<file path="config.mk">
export PLATFORM = sky130hd
export DESIGN_NAME = delay_pipe
export DESIGN_NICKNAME = d
export VERILOG_FILES = /design/src/rtl/delay_pipe_pkg.sv /design/src/rtl/delay_pipe_stage.sv /design/src/rtl/delay_pipe.sv
export SDC_FILE = /design/constraint.sdc
export NUM_CORES = 1
export LEC_CHECK = 0
export ABC_AREA = 1
export CORE_AREA = 8 8 45 47
export CTS_CLUSTER_SIZE = 14
export DETAILED_ROUTE_END_ITERATION = 7
export DIE_AREA = 0 0 53 55
export SYNTH_ARGS = -nofsm -noshare
export SYNTH_HDL_FRONTEND = slang
export SYNTH_SLANG_ARGS = --single-unit
</file>
<file path="constraint.sdc">
create_clock -name ctrl -period 1.8 [get_ports ctrl]
set_input_delay 0.54 -clock ctrl [delete_from_list [all_inputs] [get_ports ctrl]]
set_output_delay 0.54 -clock ctrl [all_outputs]
set_load 0.01 [all_outputs]
</file>
<file path="src/rtl/delay_pipe_pkg.sv">
// Shared helpers for delay_pipe: control-bundle accessors and a width helper.
package delay_pipe_pkg;

  localparam int CTRL_W   = 2;
  localparam int CTRL_CLK = 0;
  localparam int CTRL_RST = 1;

  function automatic logic ctrl_clk(input logic [CTRL_W-1:0] c);
    return c[CTRL_CLK];
  endfunction

  function automatic logic ctrl_rst(input logic [CTRL_W-1:0] c);
    return c[CTRL_RST];
  endfunction

  // Bits needed to hold values 0..n-1, never less than one.
  function automatic int clog2_w(input int n);
    return (n <= 2) ? 1 : $clog2(n);
  endfunction

endpackage

</file>
<file path="src/rtl/delay_pipe_stage.sv">
// One valid/data register pair of the flow-controlled delay pipe.
module delay_pipe_stage #(
  parameter int               WIDTH = 1,
  parameter logic [WIDTH-1:0] RESET = '0
) (
  input  logic             clk,
  input  logic             rst,
  input  logic             flush,
  input  logic             up_valid,
  input  logic [WIDTH-1:0] up_data,
  input  logic             down_ready,
  output logic             v,
  output logic [WIDTH-1:0] d,
  output logic             rdy
);

  logic             v_q, v_d;
  logic [WIDTH-1:0] d_q, d_d;
  logic             mv;

  assign mv  = v_q && down_ready;
  // An empty stage accepts even when downstream is stalled; flush blocks entry.
  assign rdy = (!v_q || mv) && !flush;

  always_comb begin
    v_d = v_q;
    d_d = d_q;
    if (flush) begin
      v_d = 1'b0;
      d_d = RESET;
    end else if (rdy && up_valid) begin
      v_d = 1'b1;
      d_d = up_data;
    end else if (mv) begin
      v_d = 1'b0;
    end
  end

  always_ff @(posedge clk or posedge rst) begin
    if (rst) begin
      v_q <= 1'b0;
      d_q <= RESET;
    end else begin
      v_q <= v_d;
      d_q <= d_d;
    end
  end

  assign v = v_q;
  assign d = d_q;

endmodule

</file>
<file path="src/rtl/delay_pipe.sv">
// Flow-controlled delay line: DEPTH valid/ready stages with bubble collapse.
module delay_pipe
  import delay_pipe_pkg::*;
#(
  parameter int               WIDTH = 1,
  parameter int               DEPTH = 2,
  parameter logic [WIDTH-1:0] RESET = '0
) (
  input  logic [CTRL_W-1:0]             ctrl,
  input  logic                          flush,
  input  logic                          in_valid,
  output logic                          in_ready,
  input  logic [WIDTH-1:0]              in_data,
  output logic                          out_valid,
  input  logic                          out_ready,
  output logic [WIDTH-1:0]              out_data,
  output logic [clog2_w(DEPTH+1)-1:0]   count
);

  localparam int CW = clog2_w(DEPTH+1);

  logic          clk, rst;
  logic [CW-1:0] count_q, count_d;

  assign clk = ctrl_clk(ctrl);
  assign rst = ctrl_rst(ctrl);

  generate
    if (DEPTH == 0) begin : g_pass
      assign out_valid = in_valid;
      assign out_data  = in_data;
      assign in_ready  = out_ready && !flush;
    end else begin : g_pipe
      logic [DEPTH:0]            vld_pipe;
      logic [DEPTH:0]            rdy;
      logic [DEPTH:0][WIDTH-1:0] dat;

      assign vld_pipe[0] = in_valid;
      assign dat[0]      = in_data;
      assign rdy[DEPTH]  = out_ready;

      for (genvar i = 0; i < DEPTH; i++) begin : g_stage
        delay_pipe_stage #(.WIDTH(WIDTH), .RESET(RESET)) u_stage (
          .clk        (clk),
          .rst        (rst),
          .flush      (flush),
          .up_valid   (vld_pipe[i]),
          .up_data    (dat[i]),
          .down_ready (rdy[i+1]),
          .v          (vld_pipe[i+1]),
          .d          (dat[i+1]),
          .rdy        (rdy[i])
        );
      end

      assign in_ready  = rdy[0];
      assign out_valid = vld_pipe[DEPTH];
      assign out_data  = dat[DEPTH];
    end
  endgenerate

  // Interior moves keep occupancy, so only the end handshakes change it.
  always_comb begin
    count_d = count_q;
    if (flush || DEPTH == 0) count_d = '0;
    else count_d = count_q + CW'(in_valid && in_ready) - CW'(out_valid && out_ready);
  end

  always_ff @(posedge clk or posedge rst) begin
    if (rst) count_q <= '0;
    else     count_q <= count_d;
  end

  assign count = count_q;

endmodule

</file>
Word level (Yosys, flattened, before mapping)
Index checks and enable logic that the tools add are counted.
Widths: inputs -> output; s select.
{"block": "classes", "muxes": 11, "n_reduce_logical": 14, "add_sub_neg": 2}
{"op": "$mux 1", "n": 10}
{"op": "$reduce_bool 3->1", "n": 2}
{"op": "$logic_and 1x1->1", "n": 5}
{"op": "$reduce_bool 2->1", "n": 2}
{"op": "$logic_not 1->1", "n": 3}
{"op": "$add 2x1->2", "n": 1}
{"op": "$logic_or 1x1->1", "n": 2}
{"op": "$mux 2", "n": 1}
{"op": "$sub 2x1->2", "n": 1}
{"block": "totals", "word_cells": 32, "in_bits": 6, "out_inout_bits": 5, "regBits": 6}

Depth between registers and ports, before layout
Gate-level depths: netlist of the first run.
{"block": "logic_depth", "depth_word": 10, "ltp_mapped": 11, "mapped_depth_nobuf": 11}

Modules after synthesis
A second synthesis of the first run with hierarchy kept.
{"block": "hier_totals", "cells_unflattened": 53, "hier_area_um2": 377.9}
{"module": "delay_pipe_stage", "area_per_inst_um2": 116.4, "cells_per_inst": 16, "n_inst": 2, "seq_area_each_um2": 50.0}
{"module": "delay_pipe", "area_per_inst_um2": 145.1, "cells_per_inst": 21, "n_inst": 1, "seq_area_each_um2": 50.0}

Least setup slack after synthesis of the first run
OpenSTA, ideal clock, no wires.
{"block": "synth_timing", "kind": "in2reg", "from": "input out_ready", "to": "register count_q[0], in the netlist count[0]", "path_stages": 10, "arrival_ns": 1.469, "setup_ns": 0.113, "setup_slack_ns": 0.218, "path_buffers": 0, "required_ns": 1.687, "path_cell_list": "inv_1 -> nand2_1 -> nand2_2 -> nand2_2 -> nand3_2 -> ha_1 -> inv_1 -> ha_1 -> inv_1 -> nor2_1"}
{"block": "synth_via", "elab_chain_len": 10}
{"item": "from (decl)", "line_no": "delay_pipe.sv:15", "text": "input logic out_ready,"}
{"item": "$logic_and 1x1->1 *", "line_no": "delay_pipe_stage.sv:21, delay_pipe.sv:66"}
{"item": "$logic_or 1x1->1", "line_no": "delay_pipe_stage.sv:23", "text": "assign rdy = (!v_q || mv) && !flush;"}
{"item": "$logic_and 1x1->1", "line_no": "delay_pipe_stage.sv:23"}
{"item": "$logic_and 1x1->1", "line_no": "delay_pipe_stage.sv:21", "text": "assign mv = v_q && down_ready;"}
{"item": "$logic_or 1x1->1", "line_no": "delay_pipe_stage.sv:23"}
{"item": "$logic_and 1x1->1", "line_no": "delay_pipe_stage.sv:23"}
{"item": "$logic_and 1x1->1", "line_no": "delay_pipe.sv:66", "text": "else count_d = count_q + CW'(in_valid && in_ready) - CW'(out_valid && out_ready);"}
{"item": "$add 2x1->2", "line_no": "delay_pipe.sv:66"}
{"item": "$sub 2x1->2 *", "line_no": "delay_pipe.sv:66"}
{"item": "$mux 2 *", "line_no": "delay_pipe.sv:65", "text": "if (flush || DEPTH == 0) count_d = '0;"}
{"item": "named net count_d[0]", "line_no": "delay_pipe.sv:23", "text": "logic [CW-1:0] count_q, count_d;"}
{"item": "to (signal assigned)", "line_no": "delay_pipe.sv:71", "text": "else count_q <= count_d;"}
{"item": "to (decl)", "line_no": "delay_pipe.sv:23"}
The timed path passes the listed nets; every way through them passes the cells marked *.
A chain may end at the register's enable or synchronous reset.

Final worst setup path of the first run
{"block": "layout_timing", "from": "input out_ready", "to": "output in_ready"}
{"block": "layout_via", "elab_chain_len": 6}
{"item": "$logic_and 1x1->1", "line_no": "delay_pipe_stage.sv:21"}
{"item": "$logic_or 1x1->1", "line_no": "delay_pipe_stage.sv:23"}
{"item": "$logic_and 1x1->1", "line_no": "delay_pipe_stage.sv:23"}
{"item": "$logic_and 1x1->1", "line_no": "delay_pipe_stage.sv:21"}
{"item": "$logic_or 1x1->1", "line_no": "delay_pipe_stage.sv:23"}
{"item": "$logic_and 1x1->1", "line_no": "delay_pipe_stage.sv:23"}
{"item": "to (decl)", "line_no": "delay_pipe.sv:12", "text": "output logic in_ready,"}
Every way passes these cells.

==> impl_metrics.csv, run 1 <==
group,metric,value,unit
critical_path,cp_max_fo,2,
route,wl_met2,313,um
placement,dp_hpwl,547,um
finish,final_common_cell,"inv_1",
sta,hold_violations,0,
sta,rsz0062_at_grt,"no",
placement,gp_congestion,0.767,
route,ant_nets,0,
die,start_util,0.227,
route,dr_wl_met3,84,um
yosys,syn_inst,38,
yosys,postSynthNetCount,46,
sta,skew,0.00207,ns
finish,drive_above_1_share,0.333,
die,rows,14,
route,drtIter0Drc,3,
critical_path,critical_path_arrival,1.17,ns
sta,worst_slew_pin_slew,0.190,ns
route,routedWlPerCell,9.21,um
global_routing,grt_max_degree,6,
clock_tree,cts_tree,"yes",
critical_path,worstSetupPathType,"input pin to output port",
yosys,syn_avg_cell_area,8.26,sq um
route,wl_met1,347,um
yosys,synth-seq-cells,6,
sta,fmaxAchievable,586,MHz
sta,period_needed,1.71,ns
critical_path,critPathLaunchType,"input pin",
route,viasPerCell,4.12,
yosys,syn_area,314,sq um
route,firstDrtPassIters,4,
worst_hold_path,min_path_type,"flip-flop to flip-flop",
die,io_pins,11,
global_routing,grt_overflow_total,0,
yosys,ys_types,13,
yosys,synth-warning-count,0,
finish,layout_common_cells,"13 x inv_1, 8 x buf_4, 6 x clkbuf_4, 6 x dfrtp_1",
die,dieWidth,53,um
power_and_ir_drop,p_leak,0.332,nW
placement,dp_cells,71,
finish,fillerInstances,145,
critical_path,critPathMostFrequentCell,"nand2_2",
critical_path,critPathRequiredTime,1.26,ns
sta,post-route-period-util,0.947,
die,die_h,55,um
critical_path,end_kind,"output port",
route,num_vias,338,
finish,area_growth,74.1,%
clock_tree,postCtsSetupBuffers,0,
sta,maxSlewHeadroom,0.873,
global_routing,track_usage,0.0740,
critical_path,slowest_stage,"clkdlybuf4s15_1",
sta,setup_viol,0,
finish,num_antenna_cells,0,
global_routing,antenna_found_initial,0,
die,core,0.00138,sq mm
critical_path,worst_path_largest_cell_delay,0.18,ns
global_routing,grt_pass1_wl,1.35,mm
die,die_area,0.00292,sq mm
critical_path,crit_path_cell_trace,"clkdlybuf4s15_1, inv_1, nand2_2, nand2_2, a21oi_2, buf_2",
power_and_ir_drop,power.density,975,mW/mm^2
power_and_ir_drop,power,533,uW
finish,fin_cells,82,
run,cap_violations,0,
clock_tree,path_clk_slew,0.04,ns
placement,port_buffers,9,
route,highest_layer,"met4",
finish,final_nets,76,
clock_tree,clk_latency,0.24,ns
yosys,seq_area_frac_synth,0.478,
global_routing,grt_pass1_vias,411,
sta,maxSlewViolCount,0,
route,drt-total-wl,755,um
power_and_ir_drop,peakVddDrop,0.324,mV
route,drc,0,
sta,holdWs,0.506,ns
status,status,"completed",
## final timing paths
kind,start,end,slack (ns),depth (start not counted)
worst max-delay path,out_ready,in_ready,0.09,6
max in group asynchronous,ctrl[1],g_pipe.g_stage[1].u_stage.d$_DFFE_PP0P_,1.06,3
worst min register to register,g_pipe.g_stage[1].u_stage.d$_DFFE_PP0P_,g_pipe.g_stage[1].u_stage.d$_DFFE_PP0P_,0.51,2
worst min-delay path,g_pipe.g_stage[1].u_stage.d$_DFFE_PP0P_,g_pipe.g_stage[1].u_stage.d$_DFFE_PP0P_,0.51,2
min in group asynchronous,ctrl[1],count[1]$_DFF_PP0_,0.65,3
worst max register to register,g_pipe.g_stage[1].u_stage.v$_DFFE_PP0P_,count[1]$_DFF_PP0_,0.36,9
## sequential cells by signal, indices dropped and copies added, names as in the netlist
register	cells
count	2
g_pipe.g_stage.u_stage.d	2
g_pipe.g_stage.u_stage.v	2
## logic make-up after synthesis
| family | share of synthesized area |
|---|---|
| AND/OR/NAND/NOR | 0.243 |
| buffers and inverters | 0.108 |
| adder cells (fa/ha/maj) | 0.0797 |
| flip-flops | 0.478 |
| AO/OA/AOI/OAI | 0.0637 |
| XOR/XNOR | 0.0279 |
## critical path, delay by kind of cell
kind / cells / cell delay (ns)
buf+inv: 3 / 0.37
compound gates: 1 / 0.12
simple gates: 2 / 0.13
## synth_stat cells
| library cell | number | share of area |
|---|---|---|
| nand3_2 | 1 | 0.032 |
| nand2_1 | 6 | 0.072 |
| inv_1 | 8 | 0.096 |
| o21ai_0 | 1 | 0.016 |
| a21oi_1 | 3 | 0.048 |
| dfrtp_1 | 6 | 0.48 |
| nand2_2 | 2 | 0.040 |
| inv_2 | 1 | 0.012 |
| xor2_1 | 1 | 0.028 |
| ha_1 | 2 | 0.080 |
| nand4_1 | 1 | 0.020 |
| nor2_1 | 4 | 0.048 |
| nand3_1 | 2 | 0.032 |
## metrics by stage
stage,setup WS [ns],util,setup TNS [ns],instance area [sq um]
after floorplan,0.218,-,0,314
after global placement,-0.627,0.350,-1.28,484
after detailed placement,-0.640,0.350,-1.28,484
after CTS,0.0177,0.395,0,547
after global routing,0.0112,0.395,0,547
final,0.0949,0.395,0,547
## layer usage
metal	vias up	GRT usage
met2	13	0.0703
met5	-	0
met4	0	0.142
met3	2	0.0722
li1	174	-
met1	149	0.0598
## area by class of cell
| class | instances | area [sq um] | area share |
|---|---|---|---|
| multi-input cells | 23 | 136 | 0.249 |
| repair buffers | 17 | 143 | 0.261 |
| inverters | 8 | 30.0 | 0.0549 |
| flip-flops and latches | 6 | 150 | 0.275 |
| well taps | 16 | 20.0 | 0.0366 |
| clock inverters | 6 | 22.5 | 0.0412 |
| clock buffers | 6 | 45.0 | 0.0824 |
## timing repair
item                       4_1_cts  5_1_grt
setup endpoints to repair        3        2
hold buffers                     0        0
resized for setup                8        4
pin swaps                        1        1
## where the power goes
| part | internal (mW) | switching (mW) |
|---|---|---|
| Clock | 0.170 | 0.140 |
| Sequential | 0.140 | 0.00644 |
| Combinational | 0.0432 | 0.0345 |
Note: power is estimated with default switching activity, not from simulation.
==> run 2, diff against run 1 <==
clock period = 2 ns   (was 1.8 ns; I/O delays follow)
==> run 2 against run 1 <==
Compared with the run above:
- via count shrank 1.5%
- hold slack gained 0.0036 ns
- sequential share of layout area grew 0.98 points
- global-route usage increased by 0.33 points
- final cell count down 2.4%
- routed wire length grew 5.3%
- die area did not move
- critical path depth is 1 lower
- combinational power down 15%
- core utilization decreased by 1.4 points
- non-clock buffer count fell by 2
- setup slack improved by 0.041 ns
- critical path type unchanged
==> impl_metrics.csv, run 2 (synthesized netlist as in run 1, its figures left out) <==
group,metric,value,unit
status,status,"completed",
sta,rsz0062_at_grt,"no",
clock_tree,postCtsSetupBuffers,0,
critical_path,cp_max_fo,4,
critical_path,crit_path_cell_trace,"dlygate4sd2_1, inv_2, nand2_2, a21oi_1, buf_2",
finish,drive_above_1_share,0.281,
power_and_ir_drop,intPower,315,uW
sta,period_needed,1.86,ns
route,viasPerCell,4.16,
sta,maxSlewHeadroom,0.890,
placement,place_area,469,sq um
critical_path,critical_path_arrival,1.26,ns
sta,post-route-period-util,0.932,
worst_hold_path,min_path_type,"flip-flop to flip-flop",
power_and_ir_drop,power.net_switching,173,uW
finish,num_antenna_cells,0,
sta,fmaxAchievable,536,MHz
global_routing,grt_pass1_vias,375,
placement,dp_hpwl,564,um
placement,port_buffers,9,
power_and_ir_drop,p_leak,0.309,nW
finish,finalInstanceArea,528,sq um
power_and_ir_drop,peakVddDrop,0.404,mV
global_routing,antenna_found_initial,0,
die,dieWidth,53,um
critical_path,end_kind,"output port",
critical_path,worst_path_largest_cell_delay,0.28,ns
global_routing,track_usage,0.0773,
global_routing,grt_max_degree,6,
critical_path,worstSetupPathType,"input pin to output port",
power_and_ir_drop,seqPwrFrac,0.270,
route,drtIter0Drc,4,
power_and_ir_drop,combPwrFrac,0.134,
sta,setup_viol,0,
sta,setup_slack,0.136,ns
route,ant_nets,0,
clock_tree,clk_latency,0.24,ns
critical_path,path_buf_inv,3,
finish,fillerInstances,160,
critical_path,critPathLaunchType,"input pin",
route,firstDrtPassIters,4,
finish,layout_common_cells,"13 x inv_1, 6 x clkbuf_4, 6 x dfrtp_1, 6 x clkdlybuf4s50_1, 6 x buf_4",
finish,final_common_cell,"inv_1",
die,core,0.00138,sq mm
die,start_util,0.227,
global_routing,grt_pass1_wl,1.36,mm
die,rows,14,
placement,gp_congestion,0.749,
sta,worst_slew_pin_slew,0.164,ns
global_routing,grt_overflow_total,0,
finish,final_nets,74,
sta,maxSlewViolCount,0,
die,io_pins,11,
sta,skew,0.00108,ns
route,drc,0,
critical_path,cp_top_family,"buffers and inverters",
power_and_ir_drop,p_clk_frac,0.596,
run,cap_violations,0,
route,num_vias,333,
finish,area_growth,68.1,%
route,routedWlPerCell,9.94,um
critical_path,slowest_stage,"dlygate4sd2_1",
power_and_ir_drop,power.density,925,mW/mm^2
clock_tree,path_clk_slew,0.04,ns
die,die_h,55,um
die,die_area,0.00292,sq mm
power_and_ir_drop,power,488,uW
critical_path,critPathRequiredTime,1.40,ns
power_and_ir_drop,p_sw_frac,0.355,
sta,hold_violations,0,
clock_tree,cts_tree,"yes",
placement,pre_cts_ws,-0.547,ns
route,drt-total-wl,795,um
-- run 2: cell type report --
type                    count  area [sq um]  area share
well taps                  16          20.0      0.0379
flip-flops and latches      6           150       0.284
clock buffers               6          45.0      0.0853
clock inverters             6          22.5      0.0427
inverters                   8          30.0      0.0569
repair buffers             15           128       0.242
multi-input cells          23           133       0.251
-- run 2: routing by layer --
metal  GRT usage  routed length [um]
met4       0.155                  34
met2      0.0684                 317
met5           0                   0
met3      0.0829                  88
met1      0.0599                 354
-- run 2: per-stage QoR --
stage | hold WS (ns) | setup TNS [ns] | cells | utilization
2_1_floorplan | 0.504 | 0 | 38 | -
3_3_place_gp | 0.504 | -0.914 | 69 | 0.339
3_5_place_dp | 0.505 | -0.954 | 69 | 0.339
4_1_cts | 0.516 | 0 | 80 | 0.382
5_1_grt | 0.579 | 0 | 80 | 0.382
6_report | 0.509 | 0 | 80 | 0.382
-- run 2: path summary, 6_finish.rpt --
check / endpoint / slack (ns) / from / cells after the start
max: in_ready / 0.14 / flush / 5
max in group asynchronous: g_pipe.g_stage[1].u_stage.v$_DFFE_PP0P_ / 1.16 / ctrl[1] / 3
min: g_pipe.g_stage[1].u_stage.d$_DFFE_PP0P_ / 0.51 / g_pipe.g_stage[1].u_stage.d$_DFFE_PP0P_ / 2
min reg2reg: g_pipe.g_stage[1].u_stage.d$_DFFE_PP0P_ / 0.51 / g_pipe.g_stage[1].u_stage.d$_DFFE_PP0P_ / 2
max reg2reg: count[0]$_DFF_PP0_ / 0.55 / g_pipe.g_stage[1].u_stage.v$_DFFE_PP0P_ / 9
min in group asynchronous: g_pipe.g_stage[0].u_stage.d$_DFFE_PP0P_ / 0.75 / ctrl[1] / 3
-- run 2: timing repair --
action | in CTS | in global routing
gates resized for setup | 7 | 0
hold buffers | 0 | 0
hold endpoints to repair | 0 | 0
endpoints found under the setup margin | 1 | 0
-- run 2: power by group through the flow --
stage / Sequential (mW) / Combinational, mW / Clock (mW)
after global placement: 0.134 / 0.0675 / 0.0387
after floorplan: 0.136 / 0.0259 / 0.0387
final: 0.132 / 0.0656 / 0.291
after CTS: 0.132 / 0.0669 / 0.312
after global routing: 0.132 / 0.0735 / 0.346
after detailed placement: 0.134 / 0.0685 / 0.0387
-- run 2: worst min-delay path: stages (launching register included) --
cell     delay, ns
dfrtp_1       0.34
nand3_1       0.07
o21ai_0       0.06
==> variant 1 (flow settings as in run 1) <==
The parameter `DEPTH` goes from 2 to 1.
--- a/src/rtl/delay_pipe.sv
+++ b/src/rtl/delay_pipe.sv
@@ -3,7 +3,7 @@
   import delay_pipe_pkg::*;
 #(
   parameter int               WIDTH = 1,
-  parameter int               DEPTH = 2,
+  parameter int               DEPTH = 1,
   parameter logic [WIDTH-1:0] RESET = '0
 ) (
   input  logic [CTRL_W-1:0]             ctrl,
Interface: changed (resized count); port bits go from 11 to 10. No check against the original RTL was run, so the function may have changed too.
==> variant 1 against run 1 <==
Wire length shrank 28%. Sequential cell count shrank 3. Count of clock-buffer cells in the layout rose by 1. Synthesized area shrank 46%. Worst setup slack got worse by 0.0053 ns. Critical path depth shrank 5. Cell area shrank 36%. Total power fell by 25%. Critical endpoint is now out_valid. Highest routed layer unchanged.
==> variant 1: results (changes against run 1) <==
metric,value,unit,change
status,completed,,
DRT Pass-1 Iters,2,,-2
met3 usage,9.89,%,+2.7 points
number of fill cells,164,,+13%
hpwl dp,368,um,-33%
PwrDens,1130,nW/um^2,+16%
VDD IR max,0.000600,V,+85%
number of signal-net buffers in the layout,12,,-5
NonClk Buf Share,29.2,%,+3.1 points
Final Setup Violations,0,,unchanged
met2 usage in global routing,5.47,%,-1.6 points
Syn. warnings,0,,unchanged
CP peak stage delay,0.56,ns,+0.38 ns
Synth Register Bits,3,,-3
Nets,53,,-30%
syn nets,31,,-33%
Clock Skew,0.00537,ns,+0.00331 ns
Synth Area in Adders,0,%,-8.0 points
drt total wl,546,um,-28%
DR WL met3,92,um,+9.5%
Clock buf/inv share,18.1,%,+5.8 points
Synth Area in XOR/XNOR,0,%,-2.8 points
diodes inserted,0,,unchanged
Multi-In Gates,15,,-35%
Clock Pin Slew Worst Setup and Hold Paths,0.04,ns,about the same
WL met2,248,um,-21%
highest routed metal layer,met4,,
Crit Path Max Fanout,4,,+2
Crit path max-delay family,buffers and inverters,,
PortBufs,8,,-1
"Clk Latency, worst-skew pair",0.24,ns,about the same
initial antenna violation count,0,,unchanged
Switching Share,32.5,%,-1.4 points
fraction of met1 tracks used by global routing,2.59,%,-3.4 points
vias in the first global route,268,,-35%
Seq pwr share,18.6,%,-8.8 points
Leakage,0.000210,uW,-37%
sequential share of cell area,21.4,%,-6.1 points
layout cells sized above 1,29.8,%,-3.5 points
most frequent cells after synthesis,"nand2_1 (9), inv_1 (7), dfrtp_1 (3)",,
clk_buf instances,7,,+1
Synth Area in Compound Gates,5.93,%,-0.45 points
first-pass GRT wire length,945,um,-30%
post-synthesis sequential area ratio,44.4,%,-3.4 points
via total after detailed routing,224,,-34%
WL met1,184,um,-47%
HP Class,reg2reg,,
critical path's slowest cell,clkdlybuf4s50_1,,
DR iter-0 viols,5,,+2
Clock Power,275,uW,-11%
Non-clock inverters,6,,-2
CP arrival,1.17,ns,about the same
Tot GR Track Use,5.85,%,-1.5 points
distinct cell type count after synthesis,7,,-6
Area contributors post-synth,"dfrtp_1 (44%), nand2_1 (20%), inv_1 (16%), nand2_2 (7.4%), a21oi_1 (5.9%)",,
Routability Congestion,0.726,,-5.3%
largest net degree at the start of global routing,5,,-1
Worst-Margin Slew,0.171,ns,-0.0190 ns
post-CTS sizing,6,,-2
fraction of standard cell area in multi-input logic,19.2,%,-5.7 points
==> variant 1: final timing paths <==
kind / from / to / slack [ns] / cells after the start
min in group asynchronous: ctrl[1] / count / 0.65 / 3
min: g_pipe.g_stage[0].u_stage.d / g_pipe.g_stage[0].u_stage.d / 0.49 / 2
min reg2reg: g_pipe.g_stage[0].u_stage.d / g_pipe.g_stage[0].u_stage.d / 0.49 / 2
max: g_pipe.g_stage[0].u_stage.v / out_valid / 0.09 / 1
max in group asynchronous: ctrl[1] / g_pipe.g_stage[0].u_stage.d / 1.06 / 3
max reg2reg: g_pipe.g_stage[0].u_stage.v / g_pipe.g_stage[0].u_stage.d / 0.86 / 6
==> variant 1: through the flow <==
step | setup slack [ns] | cells | instance area [sq um] | util, %
after floorplan | 0.489 | 25 | 169 | -
after global placement | -0.490 | 53 | 299 | 21.6
after detailed placement | -0.493 | 53 | 299 | 21.6
after CTS | 0.0706 | 63 | 352 | 25.4
after global routing | 0.0566 | 63 | 352 | 25.4
final | 0.0896 | 63 | 352 | 25.4
==> variant 2 (settings of run 1) <==
Without the edit above. Reset style: synchronous (`rst`), changed in 2 clocked blocks.
--- a/src/rtl/delay_pipe_stage.sv
+++ b/src/rtl/delay_pipe_stage.sv
@@ -36,7 +36,7 @@
     end
   end
 
-  always_ff @(posedge clk or posedge rst) begin
+  always_ff @(posedge clk) begin
     if (rst) begin
       v_q <= 1'b0;
       d_q <= RESET;
--- a/src/rtl/delay_pipe.sv
+++ b/src/rtl/delay_pipe.sv
@@ -66,7 +66,7 @@
     else count_d = count_q + CW'(in_valid && in_ready) - CW'(out_valid && out_ready);
   end
 
-  always_ff @(posedge clk or posedge rst) begin
+  always_ff @(posedge clk) begin
     if (rst) count_q <= '0;
     else     count_q <= count_d;
   end
Formal check against the unedited RTL: not equivalent (Yosys sat finds a counterexample within 4 cycles, from zero or initial values; the reset may be asserted at any time).
==> variant 2 against run 1 <==
Synthesized cell count grew 11%. Register-to-register slack lost 0.11 ns. Cell area shrank 0.46%. Clock skew shrank 0.00070 ns. Global-route usage grew 0.64 points. Total power grew 16%. Synthesized area shrank 2.4%. Combinational power grew 40%. Worst setup slack gained 0.0037 ns. Wire length grew 0.53%. Sequential cell count is the same. Largest power group unchanged.
==> variant 2: results (changes against run 1) <==
metric,value,unit,change
hpwl dp,509,um,-7.0%
Placement Setup Slack,-0.553,ns,+0.0876 ns
VDD IR max,0.000441,V,+36%
Nets,78,,+2.6%
r2r worst-path depth,10,,+1
r2r endpoint,count[1],,
Int Pwr,419,uW,+19%
Critical R2R Launch,g_pipe.g_stage[0].u_stage.v,,
initial antenna violation count,0,,unchanged
Clock Pin Slew Worst Setup and Hold Paths,0.04,ns,about the same
critical path's slowest cell,clkdlybuf4s50_1,,
crit path launch,count[1],,
most frequent cells after synthesis,"inv_1 (12), dfxtp_1 (6), a21oi_1 (4)",,
top_reg_cell synth,dfxtp_1,,
DR iter-0 viols,4,,+1
reg-to-reg setup timing slack,0.25,ns,-0.11 ns
vias in the first global route,451,,+9.7%
Leakage,0.000254,uW,-24%
number of fill cells,147,,+1.4%
first-pass GRT wire length,1.28,mm,-5.1%
vias per cell,3.94,,-4.4%
Clock Skew,0.00137,ns,-0.000701 ns
HP Class,clk2reg,,
Critical Path End,count[1],,
post-synthesis sequential area ratio,39.2,%,-8.6 points
largest net degree at the start of global routing,5,,-1
setup ws final,0.0987,ns,+0.00375 ns
CP peak stage delay,0.55,ns,+0.37 ns
Area contributors post-synth,"dfxtp_1 (39%), inv_1 (15%), ha_1 (8.2%), a21oi_1 (6.5%), nor2_2 (6.1%)",,
"Clk Latency, worst-skew pair",0.25,ns,
syn nets,50,,+8.7%
Routability Congestion,0.717,,-6.5%
Worst-Margin Slew,0.150,ns,-0.0402 ns
Placed Area,454,sq um,-6.2%
drt total wl,759,um,+0.53%
status,completed,,
"FFs w/ async S/R, synth",0,%,-100 points
Tot GR Track Use,8.05,%,+0.64 points
layout cells sized above 1,44.3,%,+11 points
multi-input gate area in the final layout,148,sq um,+8.3%
==> variant 2: changes by cell type in the layout (fill, tap and decap cells not counted), moves of 4 or more <==
| cell | before | now |
|---|---|---|
| dfrtp_1 | 6 | 0 |
| dfxtp_1 | 0 | 6 |
| inv_2 | 1 | 6 |
| clkbuf_4 | 6 | 10 |
==> variant 2: what timing repair did <==
item | 4_1_cts | 5_1_grt
pin swaps | 2 | 0
setup endpoints to repair | 5 | 5
endpoints found under the hold margin | 0 | 0
hold buffers | 0 | 0
gates resized for setup | 10 | 4
==> variant 2: kinds of logic (layout without fill, tap and decap cells) <==
group,Yosys count,in the layout,synth area share [%]
and+or+nand+nor,11,11,16.7
buffers and inverters,13,41,15.9
DFF,6,6,39.2
xor gates and xnor gates,1,1,2.86
AOI/OAI and AO/OA,9,9,17.1
adders and majority gates,2,2,8.16
==> variant 2: worst min path at each step <==
stage / from / endpoint / slack (ns) / cells past startpoint
after CTS: ctrl[1] / g_pipe.g_stage[0].u_stage.d / 0.16 / 5
after floorplan: ctrl[1] / count[0] / 0.16 / 3
after detailed placement: ctrl[1] / count[0] / 0.16 / 3
final: ctrl[1] / g_pipe.g_stage[0].u_stage.d / 0.15 / 5
after global routing: ctrl[1] / count[1] / 0.18 / 5
after global placement: ctrl[1] / count[0] / 0.16 / 3
==> variant 2: stage by stage <==
stage	total power, uW	std cells	hold slack (ns)
finish	621	86	0.154
global route	682	86	0.185
CTS	641	86	0.161
detailed placement	342	72	0.158
global placement	341	72	0.158
floorplan	282	42	0.158
==> variant 2: power groups by stage <==
stage               logic [uW]  clock network [uW]  registers (uW)
detailed placement         108                51.7             183
finish                     109                 331             181
CTS                        111                 349             182
floorplan                 42.7                51.7             188
global placement           107                51.7             182
global route               122                 375             185
==> variant 2: area by class of cell <==
cell class	instances	share of cell area, %
Timing Repair Buffer	14	21.6
Tap cell	16	3.68
Inverter	12	8.28
Clock buffer	11	14.5
Multi-Input combinational cell	23	27.1
Sequential cell	6	22.1
Clock inverter	4	2.76
==> variant 2: routing by layer <==
metal / part of all wire, % / up-vias / track usage, %
li1: - / 183 / -
met1: 39 / 140 / 3.36
met2: 48 / 12 / 7.03
met3: 8.8 / 4 / 12.0
met4: 4.1 / 0 / 19.0
met5: 0 / - / 0
